$ cat src/rtl/hienthiled_scan_pkg.sv
// Shared constants and helpers for the multiplexed countdown display: digit map,
// colour codes, BCD saturation and one double-dabble step.
package hienthiled_scan_pkg;

    localparam logic [2:0] COLOR_RED    = 3'd1;
    localparam logic [2:0] COLOR_YELLOW = 3'd2;
    localparam logic [2:0] COLOR_GREEN  = 3'd4;

    localparam int         BCD_SAT   = 99;
    localparam logic [6:0] BCD_SAT_7 = 7'd99;

    // Active-high "all segments off"; polarity is applied at the output.
    localparam logic [6:0] SEG_BLANK = 7'h00;

    function automatic int units_idx(input int c);
        return 2 * c;
    endfunction

    function automatic int tens_idx(input int c);
        return 2 * c + 1;
    endfunction

    function automatic int color_idx(input int c, input int num_ch);
        return 2 * num_ch + c;
    endfunction

    // Layout {tens[3:0], units[3:0], bin[6:0]}: add-3 on BCD nibbles >= 5, then shift left.
    function automatic logic [14:0] dd_step(input logic [14:0] v);
        logic [14:0] a;
        a = v;
        if (a[14:11] >= 4'd5) a[14:11] = a[14:11] + 4'd3;
        if (a[10:7] >= 4'd5) a[10:7] = a[10:7] + 4'd3;
        return {a[13:0], 1'b0};
    endfunction

endpackage

$ cat src/rtl/hienthiled_scan_giaimabaythanh.sv
// Hex nibble to seven-segment glyph, active-high, bit order {g,f,e,d,c,b,a}.
module giaimabaythanh (
    input  logic [3:0] i_bcd,
    output logic [6:0] o_seg
);

    always_comb begin
        o_seg = 7'h00;
        case (i_bcd)
            4'h0: o_seg = 7'h3F;
            4'h1: o_seg = 7'h06;
            4'h2: o_seg = 7'h5B;
            4'h3: o_seg = 7'h4F;
            4'h4: o_seg = 7'h66;
            4'h5: o_seg = 7'h6D;
            4'h6: o_seg = 7'h7D;
            4'h7: o_seg = 7'h07;
            4'h8: o_seg = 7'h7F;
            4'h9: o_seg = 7'h6F;
            4'hA: o_seg = 7'h77;
            4'hB: o_seg = 7'h7C;
            4'hC: o_seg = 7'h39;
            4'hD: o_seg = 7'h5E;
            4'hE: o_seg = 7'h79;
            4'hF: o_seg = 7'h71;
            default: o_seg = 7'h00;
        endcase
    end

endmodule

$ cat src/rtl/hienthiled_scan.sv
// Time-multiplexed display driver: captures NUM_CH countdowns and colours, converts them
// to BCD with a shared-timing double-dabble engine and scans 3*NUM_CH digits on one bus.
module hienthiled_scan
    import hienthiled_scan_pkg::*;
#(
    parameter int NUM_CH         = 2,
    parameter int CNT_W          = 8,
    parameter int SCAN_DIV       = 1000,
    parameter int BLINK_FRAMES   = 64,
    parameter bit SEG_ACTIVE_LOW = 1'b1
) (
    input  logic                      clk,
    input  logic                      rst_n,
    input  logic [NUM_CH*CNT_W-1:0]   count_in,
    input  logic [NUM_CH*3-1:0]       color_in,
    input  logic                      load,
    input  logic [NUM_CH-1:0]         blink_en,
    output logic [6:0]                seg,
    output logic [3*NUM_CH-1:0]       dig_sel,
    output logic                      busy,
    output logic                      frame_tick
);

    localparam int NDIG  = 3 * NUM_CH;
    localparam int IDX_W = $clog2(NDIG);
    localparam int PRE_W = $clog2(SCAN_DIV);
    localparam int FC_W  = $clog2(BLINK_FRAMES + 1);
    localparam logic [6:0] SEG_RST = SEG_ACTIVE_LOW ? ~SEG_BLANK : SEG_BLANK;

    localparam logic [1:0] ST_IDLE   = 2'd0;
    localparam logic [1:0] ST_SHIFT  = 2'd1;
    localparam logic [1:0] ST_COMMIT = 2'd2;

    logic [1:0]       r_state;
    logic [2:0]       r_shift_cnt;
    logic             r_pending;
    logic [14:0]      r_dd       [NUM_CH];
    logic [2:0]       r_col_snap [NUM_CH];
    logic [3:0]       r_units    [NUM_CH];
    logic [3:0]       r_tens     [NUM_CH];
    logic [2:0]       r_col      [NUM_CH];

    logic [PRE_W-1:0] r_presc;
    logic [IDX_W-1:0] r_idx;
    logic [FC_W-1:0]  r_fcnt;
    logic             r_phase;
    logic [6:0]       r_seg;
    logic [NDIG-1:0]  r_dig_sel;
    logic             r_frame_tick;

    logic [6:0]       w_sat     [NUM_CH];
    logic [3:0]       w_units_n [NUM_CH];
    logic [3:0]       w_tens_n  [NUM_CH];
    logic [2:0]       w_col_n   [NUM_CH];
    logic             w_commit;
    logic             w_pre_tc;
    logic             w_idx_last;
    logic             w_wrap;
    logic             w_fcnt_tc;
    logic             w_phase_n;
    logic [IDX_W-1:0] w_idx_n;
    logic [NDIG-1:0]  w_dig_n;
    logic [3:0]       w_nib;
    logic             w_zero_tens;
    logic             w_ch_blink;
    logic             w_blank;
    logic [6:0]       w_seg_dec;
    logic [6:0]       w_seg_lit;
    logic [6:0]       w_seg_n;

    always_comb begin
        for (int c = 0; c < NUM_CH; c++) begin
            if (count_in[c*CNT_W +: CNT_W] > CNT_W'(BCD_SAT)) w_sat[c] = BCD_SAT_7;
            else w_sat[c] = count_in[c*CNT_W +: 7];
        end
    end

    // Capture, 7 shift cycles, then one commit cycle; loads while busy collapse into r_pending.
    always_ff @(posedge clk or negedge rst_n) begin
        if (!rst_n) begin
            r_state     <= ST_IDLE;
            r_shift_cnt <= 3'd0;
            r_pending   <= 1'b0;
            for (int c = 0; c < NUM_CH; c++) begin
                r_dd[c]       <= '0;
                r_col_snap[c] <= '0;
                r_units[c]    <= '0;
                r_tens[c]     <= '0;
                r_col[c]      <= '0;
            end
        end else begin
            case (r_state)
                ST_IDLE: begin
                    if (load || r_pending) begin
                        for (int c = 0; c < NUM_CH; c++) begin
                            r_dd[c]       <= {8'd0, w_sat[c]};
                            r_col_snap[c] <= color_in[c*3 +: 3];
                        end
                        r_shift_cnt <= 3'd0;
                        r_pending   <= 1'b0;
                        r_state     <= ST_SHIFT;
                    end
                end
                ST_SHIFT: begin
                    for (int c = 0; c < NUM_CH; c++) r_dd[c] <= dd_step(r_dd[c]);
                    r_shift_cnt <= r_shift_cnt + 3'd1;
                    if (r_shift_cnt == 3'd6) r_state <= ST_COMMIT;
                end
                ST_COMMIT: begin
                    for (int c = 0; c < NUM_CH; c++) begin
                        r_units[c] <= r_dd[c][10:7];
                        r_tens[c]  <= r_dd[c][14:11];
                        r_col[c]   <= r_col_snap[c];
                    end
                    r_state <= ST_IDLE;
                end
                default: r_state <= ST_IDLE;
            endcase
            if (r_state != ST_IDLE && load) r_pending <= 1'b1;
        end
    end

    assign w_commit = (r_state == ST_COMMIT);
    assign busy     = (r_state != ST_IDLE);

    // Bypass the commit so seg shows new digits on the same edge the registers take them.
    always_comb begin
        for (int c = 0; c < NUM_CH; c++) begin
            w_units_n[c] = w_commit ? r_dd[c][10:7]  : r_units[c];
            w_tens_n[c]  = w_commit ? r_dd[c][14:11] : r_tens[c];
            w_col_n[c]   = w_commit ? r_col_snap[c]  : r_col[c];
        end
    end

    assign w_pre_tc   = (r_presc == PRE_W'(SCAN_DIV - 1));
    assign w_idx_last = (r_idx == IDX_W'(NDIG - 1));
    assign w_wrap     = w_pre_tc && w_idx_last;
    assign w_fcnt_tc  = (r_fcnt == FC_W'(BLINK_FRAMES - 1));
    assign w_phase_n  = (w_wrap && w_fcnt_tc) ? ~r_phase : r_phase;
    assign w_idx_n    = w_pre_tc ? (w_idx_last ? '0 : r_idx + 1'b1) : r_idx;
    assign w_dig_n    = NDIG'(1) << w_idx_n;

    always_comb begin
        w_nib       = 4'd0;
        w_zero_tens = 1'b0;
        w_ch_blink  = 1'b0;
        for (int c = 0; c < NUM_CH; c++) begin
            if (w_idx_n == IDX_W'(units_idx(c))) begin
                w_nib      = w_units_n[c];
                w_ch_blink = blink_en[c];
            end
            if (w_idx_n == IDX_W'(tens_idx(c))) begin
                w_nib       = w_tens_n[c];
                w_zero_tens = (w_tens_n[c] == 4'd0);
                w_ch_blink  = blink_en[c];
            end
            if (w_idx_n == IDX_W'(color_idx(c, NUM_CH))) begin
                w_nib      = {1'b0, w_col_n[c]};
                w_ch_blink = blink_en[c];
            end
        end
    end

    giaimabaythanh u_giaimabaythanh (
        .i_bcd (w_nib),
        .o_seg (w_seg_dec)
    );

    assign w_blank   = w_zero_tens | (w_phase_n & w_ch_blink);
    assign w_seg_lit = w_blank ? SEG_BLANK : w_seg_dec;
    assign w_seg_n   = SEG_ACTIVE_LOW ? ~w_seg_lit : w_seg_lit;

    always_ff @(posedge clk or negedge rst_n) begin
        if (!rst_n) begin
            r_presc      <= '0;
            r_idx        <= '0;
            r_fcnt       <= '0;
            r_phase      <= 1'b0;
            r_seg        <= SEG_RST;
            r_dig_sel    <= NDIG'(1);
            r_frame_tick <= 1'b0;
        end else begin
            r_presc <= w_pre_tc ? '0 : r_presc + 1'b1;
            r_idx   <= w_idx_n;
            if (w_wrap) r_fcnt <= w_fcnt_tc ? '0 : r_fcnt + 1'b1;
            r_phase      <= w_phase_n;
            r_seg        <= w_seg_n;
            r_dig_sel    <= w_dig_n;
            r_frame_tick <= w_wrap;
        end
    end

    assign seg        = r_seg;
    assign dig_sel    = r_dig_sel;
    assign frame_tick = r_frame_tick;

endmodule

$ cat config.mk
export PLATFORM = sky130hd
export DESIGN_NAME = hienthiled_scan
export DESIGN_NICKNAME = d
export VERILOG_FILES = /design/src/rtl/hienthiled_scan_pkg.sv /design/src/rtl/hienthiled_scan_giaimabaythanh.sv /design/src/rtl/hienthiled_scan.sv
export SDC_FILE = /design/constraint.sdc
export NUM_CORES = 1
export LEC_CHECK = 0
export ABC_AREA = 1
export CORE_MARGIN = 4
export CORE_UTILIZATION = 55
export DETAILED_ROUTE_END_ITERATION = 8
export DONT_BUFFER_PORTS = 1
export GPL_TIMING_DRIVEN = 1
export PLACE_DENSITY = 0.67
export SLEW_MARGIN = 0
export SYNTH_ARGS = -nofsm -noshare
export SYNTH_HDL_FRONTEND = slang
export SYNTH_HIERARCHICAL = 1
export SYNTH_SLANG_ARGS = --single-unit
$ cat constraint.sdc
create_clock -name clk -period 6.68 [get_ports clk]
set_input_delay 1.336 -clock clk [delete_from_list [all_inputs] [get_ports clk]]
set_output_delay 1.336 -clock clk [all_outputs]
set_load 0.03 [all_outputs]
# Word level (Yosys, flattened, before mapping)
# Memories as Yosys holds them, arrays and structs flattened.
# Cells that the tools add are included.
[totals]
output_inout_bits = 15
elab_cells = 111
reg_bits = 99
memories = 1
romBits = 112
input_bits = 27
[mem_list]
columns = ["name", "words", "word_bits", "read_ports", "rd_clocked_by_memory_dff", "wr", "line_no", "text"]
rows = [
  ["(no name shown)", 16, 7, 1, 0, 0, "hienthiled_scan_giaimabaythanh.sv:9", "case (i_bcd)"],
]
[classes]
n_shift = 1
reduce_logical = 16
add_sub_neg = 8
eq_ne = 13
mux = 42
n_bitwise = 4
order_cmp = 6
[ops]
columns = ["op", "count"]
rows = [
  ["one-hot mux 30 bit (2 select lines)", 1],
  ["two-way mux 4 bit", 12],
  ["two-way mux 30 bit", 1],
  ["two-way mux 7 bit", 4],
  ["two-way mux 3 bit", 7],
  [">= comparator 4 x 3 -> 1 bit (second input constant)", 4],
  ["greater-than comparator 8 x 7 -> 1 bit (second input constant)", 2],
  ["== test 3 bit (second input constant)", 4],
  ["two-way mux 1 bit", 12],
  ["adder 10 x 1 -> 10 bit (second input constant)", 1],
  ["== test 10 bit (second input constant)", 1],
  ["two-way mux 10 bit", 1],
  ["adder 4 x 2 -> 4 bit (second input constant)", 2],
  ["zero test 4 bit", 2],
  ["AND reduction 2 bit", 4],
  ["nonzero test 2 bit", 4],
  ["adder 7 x 1 -> 7 bit (second input constant)", 1],
  ["== test 7 x 6 -> 1 bit (second input constant)", 1],
  ["NOT 7 bit", 1],
  ["adder 3 x 1 -> 3 bit (second input constant)", 2],
  ["adder 3 x 2 -> 3 bit (second input constant)", 2],
  ["== test 3 x 2 -> 1 bit (second input constant)", 2],
  ["one-hot mux 3 bit (2 select lines)", 1],
  ["<< shifter 1 x 3 -> 6 bit (first input constant)", 1],
  ["other kinds (13)", 17],
]

# Depth between registers and ports, before layout
[logic_depth]
ltp_word = 14
mapped_depth = 20
ltp_nobuf = 20

# Cells and area by module
# Netlist, hierarchy kept.
[by_module_without_submodules]
columns = ["mod", "area_per_inst_um2", "seq_area_each_um2", "cells_each", "instances"]
rows = [
  ["hienthiled_scan", 4798.4, 2487.4, 549, 1],
  ["giaimabaythanh", 270.3, 0.0, 52, 1],
]

# Least setup slack after synthesis
# OpenSTA, ideal clock, no wires.
[synth_path]
kind = "in2reg"
start = "input count_in[2]"
end = "register r_dd[16] in the netlist's numbering"
path_buffers = 0
t_required_ps = 6546
setup_ps = 134
cell_stages = 4
t_arrival_ps = 2215
path_slack_ps = 4331
cell_sequence = "o311ai_0 -> nand2_1 -> o21ai_0 -> o211ai_1"
[synth_via]
elab_chain_cells = 4
[synth_lines]
columns = ["element", "line_no", "text"]
rows = [
  ["from (decl)", "hienthiled_scan.sv:14", "input logic [NUM_CH*CNT_W-1:0] count_in,"],
  ["greater-than comparator 8 x 7 -> 1 bit", "hienthiled_scan.sv:73", "if (count_in[c*CNT_W +: CNT_W] > CNT_W'(BCD_SAT)) w_sat[c] = BCD_SAT_7;"],
  ["two-way mux 7 bit", "hienthiled_scan.sv:73", ""],
  ["two-way mux 30 bit", "hienthiled_scan.sv:94", "if (load || r_pending) begin"],
  ["one-hot mux 30 bit (2 select lines)", "hienthiled_scan.sv:92", "case (r_state)"],
  ["to (signal, indexed assignment)", "hienthiled_scan.sv:96", "r_dd[c] <= {8'd0, w_sat[c]};"],
  ["to (decl)", "hienthiled_scan.sv:37", "logic [14:0] r_dd [NUM_CH];"],
]
# Every way passes these cells. The select of a mux whose other input is x is not followed.
# A chain may end at the register's enable or synchronous reset.

# Final worst setup path
[layout_path]
start = "input load"
end = "register r_dd[20] in the netlist's numbering"
[layout_via]
elab_chain_cells = 3
[layout_lines]
columns = ["element", "line_no", "text"]
rows = [
  ["from (decl)", "hienthiled_scan.sv:16", "input logic load,"],
  ["logical OR 1 bit", "hienthiled_scan.sv:94", ""],
  ["!= test 2 bit (no source line)", "n/a", ""],
  ["AND reduction 2 bit (no source line)", "n/a", ""],
]
# Every way passes these cells.

==> results.txt <==
Post-Syn Nets = 647
top-count cell post-synth = nand2_1
post-synth cell types = 43
Max-slew headroom = 54.0%
GP Congestion = 0.818
Clock Path Buffers = 2
CP Class = in2reg
CP Capture Type = flip-flop
Worst Path Arrival = 3.05 ns
post-synth top area share = 44.9%
Via density = 5.27
Clock Latency Late Sink = 0.36 ns
Synth warnings = 6
cell count after synthesis = 601
Final period util = 42.1%
xor and xnor area share after synthesis = 1.36%
initial antenna violation count = 0
highest clock rate = 356 MHz
startpoint types = input pin
mux contribution to synthesized area = 0.864%
compound-gate portion of the synthesized area = 9.92%
core area = 8850 sq um
# port buffers = 0
VDD IR max = 0.196 mV
Final min period = 2.81 ns
Synth-to-Final Area Change = 5.88%
Max-cap violations = 0
outcome = completed
vias = 3767
CP startpoint = load
DIE WIDTH = 104 um
CP max FO = 19
Clk pin slew, worst setup/hold paths = 0.09 ns
number of enable flip-flop cells after synthesis = 0
count of TritonRoute iterations in the first routing pass = 4
GRT Util Overall = 18.9%
root buffer cell = clkbuf_8
CTS tree = done
total CTS buffers = 9
clk_skew = 0.0122 ns
setup bufs post-CTS = 0
initial drt markers = 178
Simple-Gate Fraction of Synth Area = 26.1%
Hold Buf Count CTS = 0
R2R Setup Slk = 3.98 ns
row count = 34
nets = 648
worst hold path type = reg2reg
final setup fails = 0
RSZ-0062 raised after global routing = false
Initial Util = 57.3%
Hold Vio Cnt, Final = 0
Die Y = 104 um
synth top area cells = dfrtp_1 (45%), nand2_1 (11%), inv_1 (5.9%)
Leak = 2.76 nW
first-pass GRT wire length = 16900 um
routed len/inst = 13.4 um
Pins Over Slew Limit = 0
Reg area = 2490 sq um
Data required, critical path = 6.92 ns
layout cells sized above 1 = 10.7%
post-DP HPWL = 6860 um
# resized after CTS = 0
grt ovf = 0
Mapped Area = 5070 sq um
#FFs+latches synth = 99
FILL cells = 800
Power Dens Cells = 410 nW/um^2
largest net degree at the start of global routing = 100
Async SR Flop Fraction = 100%
# DRC = 0
setup TNS = 0 ns
cell taking the most area after synthesis = dfrtp_1
Post-synth top cells = nand2_1 (154), dfrtp_1 (91), inv_1 (79), o21ai_0 (50), nand3_1 (49)
Worst-Margin Slew = 0.682 ns
ANT nets after route = 0
Syn Area/Cell = 8.43 sq um
adder-cell share of the synthesized area = 4.69%
die area = 10800 sq um
final WL = 9590 um
CTS H-tree lvls = 3
Non-Filler Instances = 715
largest family of logic cells by synthesized area = simple AND/OR/NAND/NOR gates
vias in the first global route = 3637
Antenna diodes = 0
R2R Path Start = r_presc[0]
Synth Flop Type = dfrtp_1
clk sinks = 99
dpl cells = 699
Ports = 42
min-delay src = r_fcnt[5]
area occupied by multi-input gates = 2180 sq um
sequential share of the synthesized area = 49.1%
-- stage by stage --
| step | setup WS (ns) | hold slack (ns) | util, % | power (mW) | cell area (sq um) |
|---|---|---|---|---|---|
| floorplan | 4.33 | 0.432 | - | 1.61 | 5070 |
| global placement | 3.61 | 0.439 | 58.1 | 1.76 | 5140 |
| detailed placement | 3.52 | 0.456 | 58.1 | 1.79 | 5140 |
| CTS | 3.90 | 0.466 | 60.6 | 2.22 | 5370 |
| global route | 3.66 | 0.484 | 60.6 | 2.41 | 5370 |
| finish | 3.87 | 0.467 | 60.6 | 2.20 | 5370 |
-- critical path: stages --
cell      delay (ns)
inv_1           0.09
a21oi_4         0.14
nor2_2          0.49
clkinv_1        0.64
o22ai_1         0.29
nor2_1          0.06
-- kinds of logic (layout without fill, tap and decap cells) --
group | Yosys count | after routing
buf+inv | 98 | 104
mux | 4 | 4
flops | 99 | 99
simple gates | 288 | 288
compound gates | 86 | 86
fa+ha+maj | 19 | 19
xor+xnor | 7 | 7
-- sequential cells by signal, summed over array words and instances, names as in the netlist, 2 cells and up --
register and cells:
r_dd 30, r_presc 10, r_tens 8, r_units 8, r_fcnt 7, seg 7
dig_sel 6, r_col 6, r_col_snap 6, r_idx 3, r_shift_cnt 3, r_state 2
-- power by group --
part	internal, mW	switching (mW)
registers	0.831	0.135
clock network	0.221	0.203
logic	0.281	0.531
-- layout make-up --
class                      count  area share, %
clock buffer                  10           2.56
clock inverter                 6           1.66
inverter                      86           6.06
multi-input combinational    404           40.6
sequential                    99           46.4
tap                          108           2.52
timing repair buffer           2          0.280
-- placed cells by master (no fill, tap or decap), types with 3 or more instances in the layout --
cell        n
nand2_2     7
dfrtp_1    91
nand3_1    49
a21oi_1    12
inv_2       5
o311ai_0    3
clkbuf_8   10
nand2_1   154
mux2_2      3
o22ai_1     6
nand3_2     4
nor2_4      5
ha_1       19
o21ai_0    50
dfstp_2     8
xor2_1      6
inv_1      79
nand2_4     4
nor2_1     45
nand4_1     7
nor3_1      5
-- routing by layer --
layer / global-route usage (%) / vias to the layer above / part of all wire (%)
met4: 6.65 / 0 / 1.6
met1: 26.5 / 1746 / 50
met2: 29.6 / 77 / 45
li1: - / 1931 / -
met5: 0 / - / 0
met3: 3.23 / 13 / 4.0
-- final timing paths --
check | endpoint | cells past startpoint
setup / recovery | r_dd[20] | 6
hold / removal | r_fcnt[6] | 1
setup reg to reg | seg[3] | 18
hold reg to reg | r_fcnt[6] | 1
max in group asynchronous | dig_sel[0] | 0
min in group asynchronous | r_phase | 0
No activity file was read; power rests on OpenSTA's default activity.
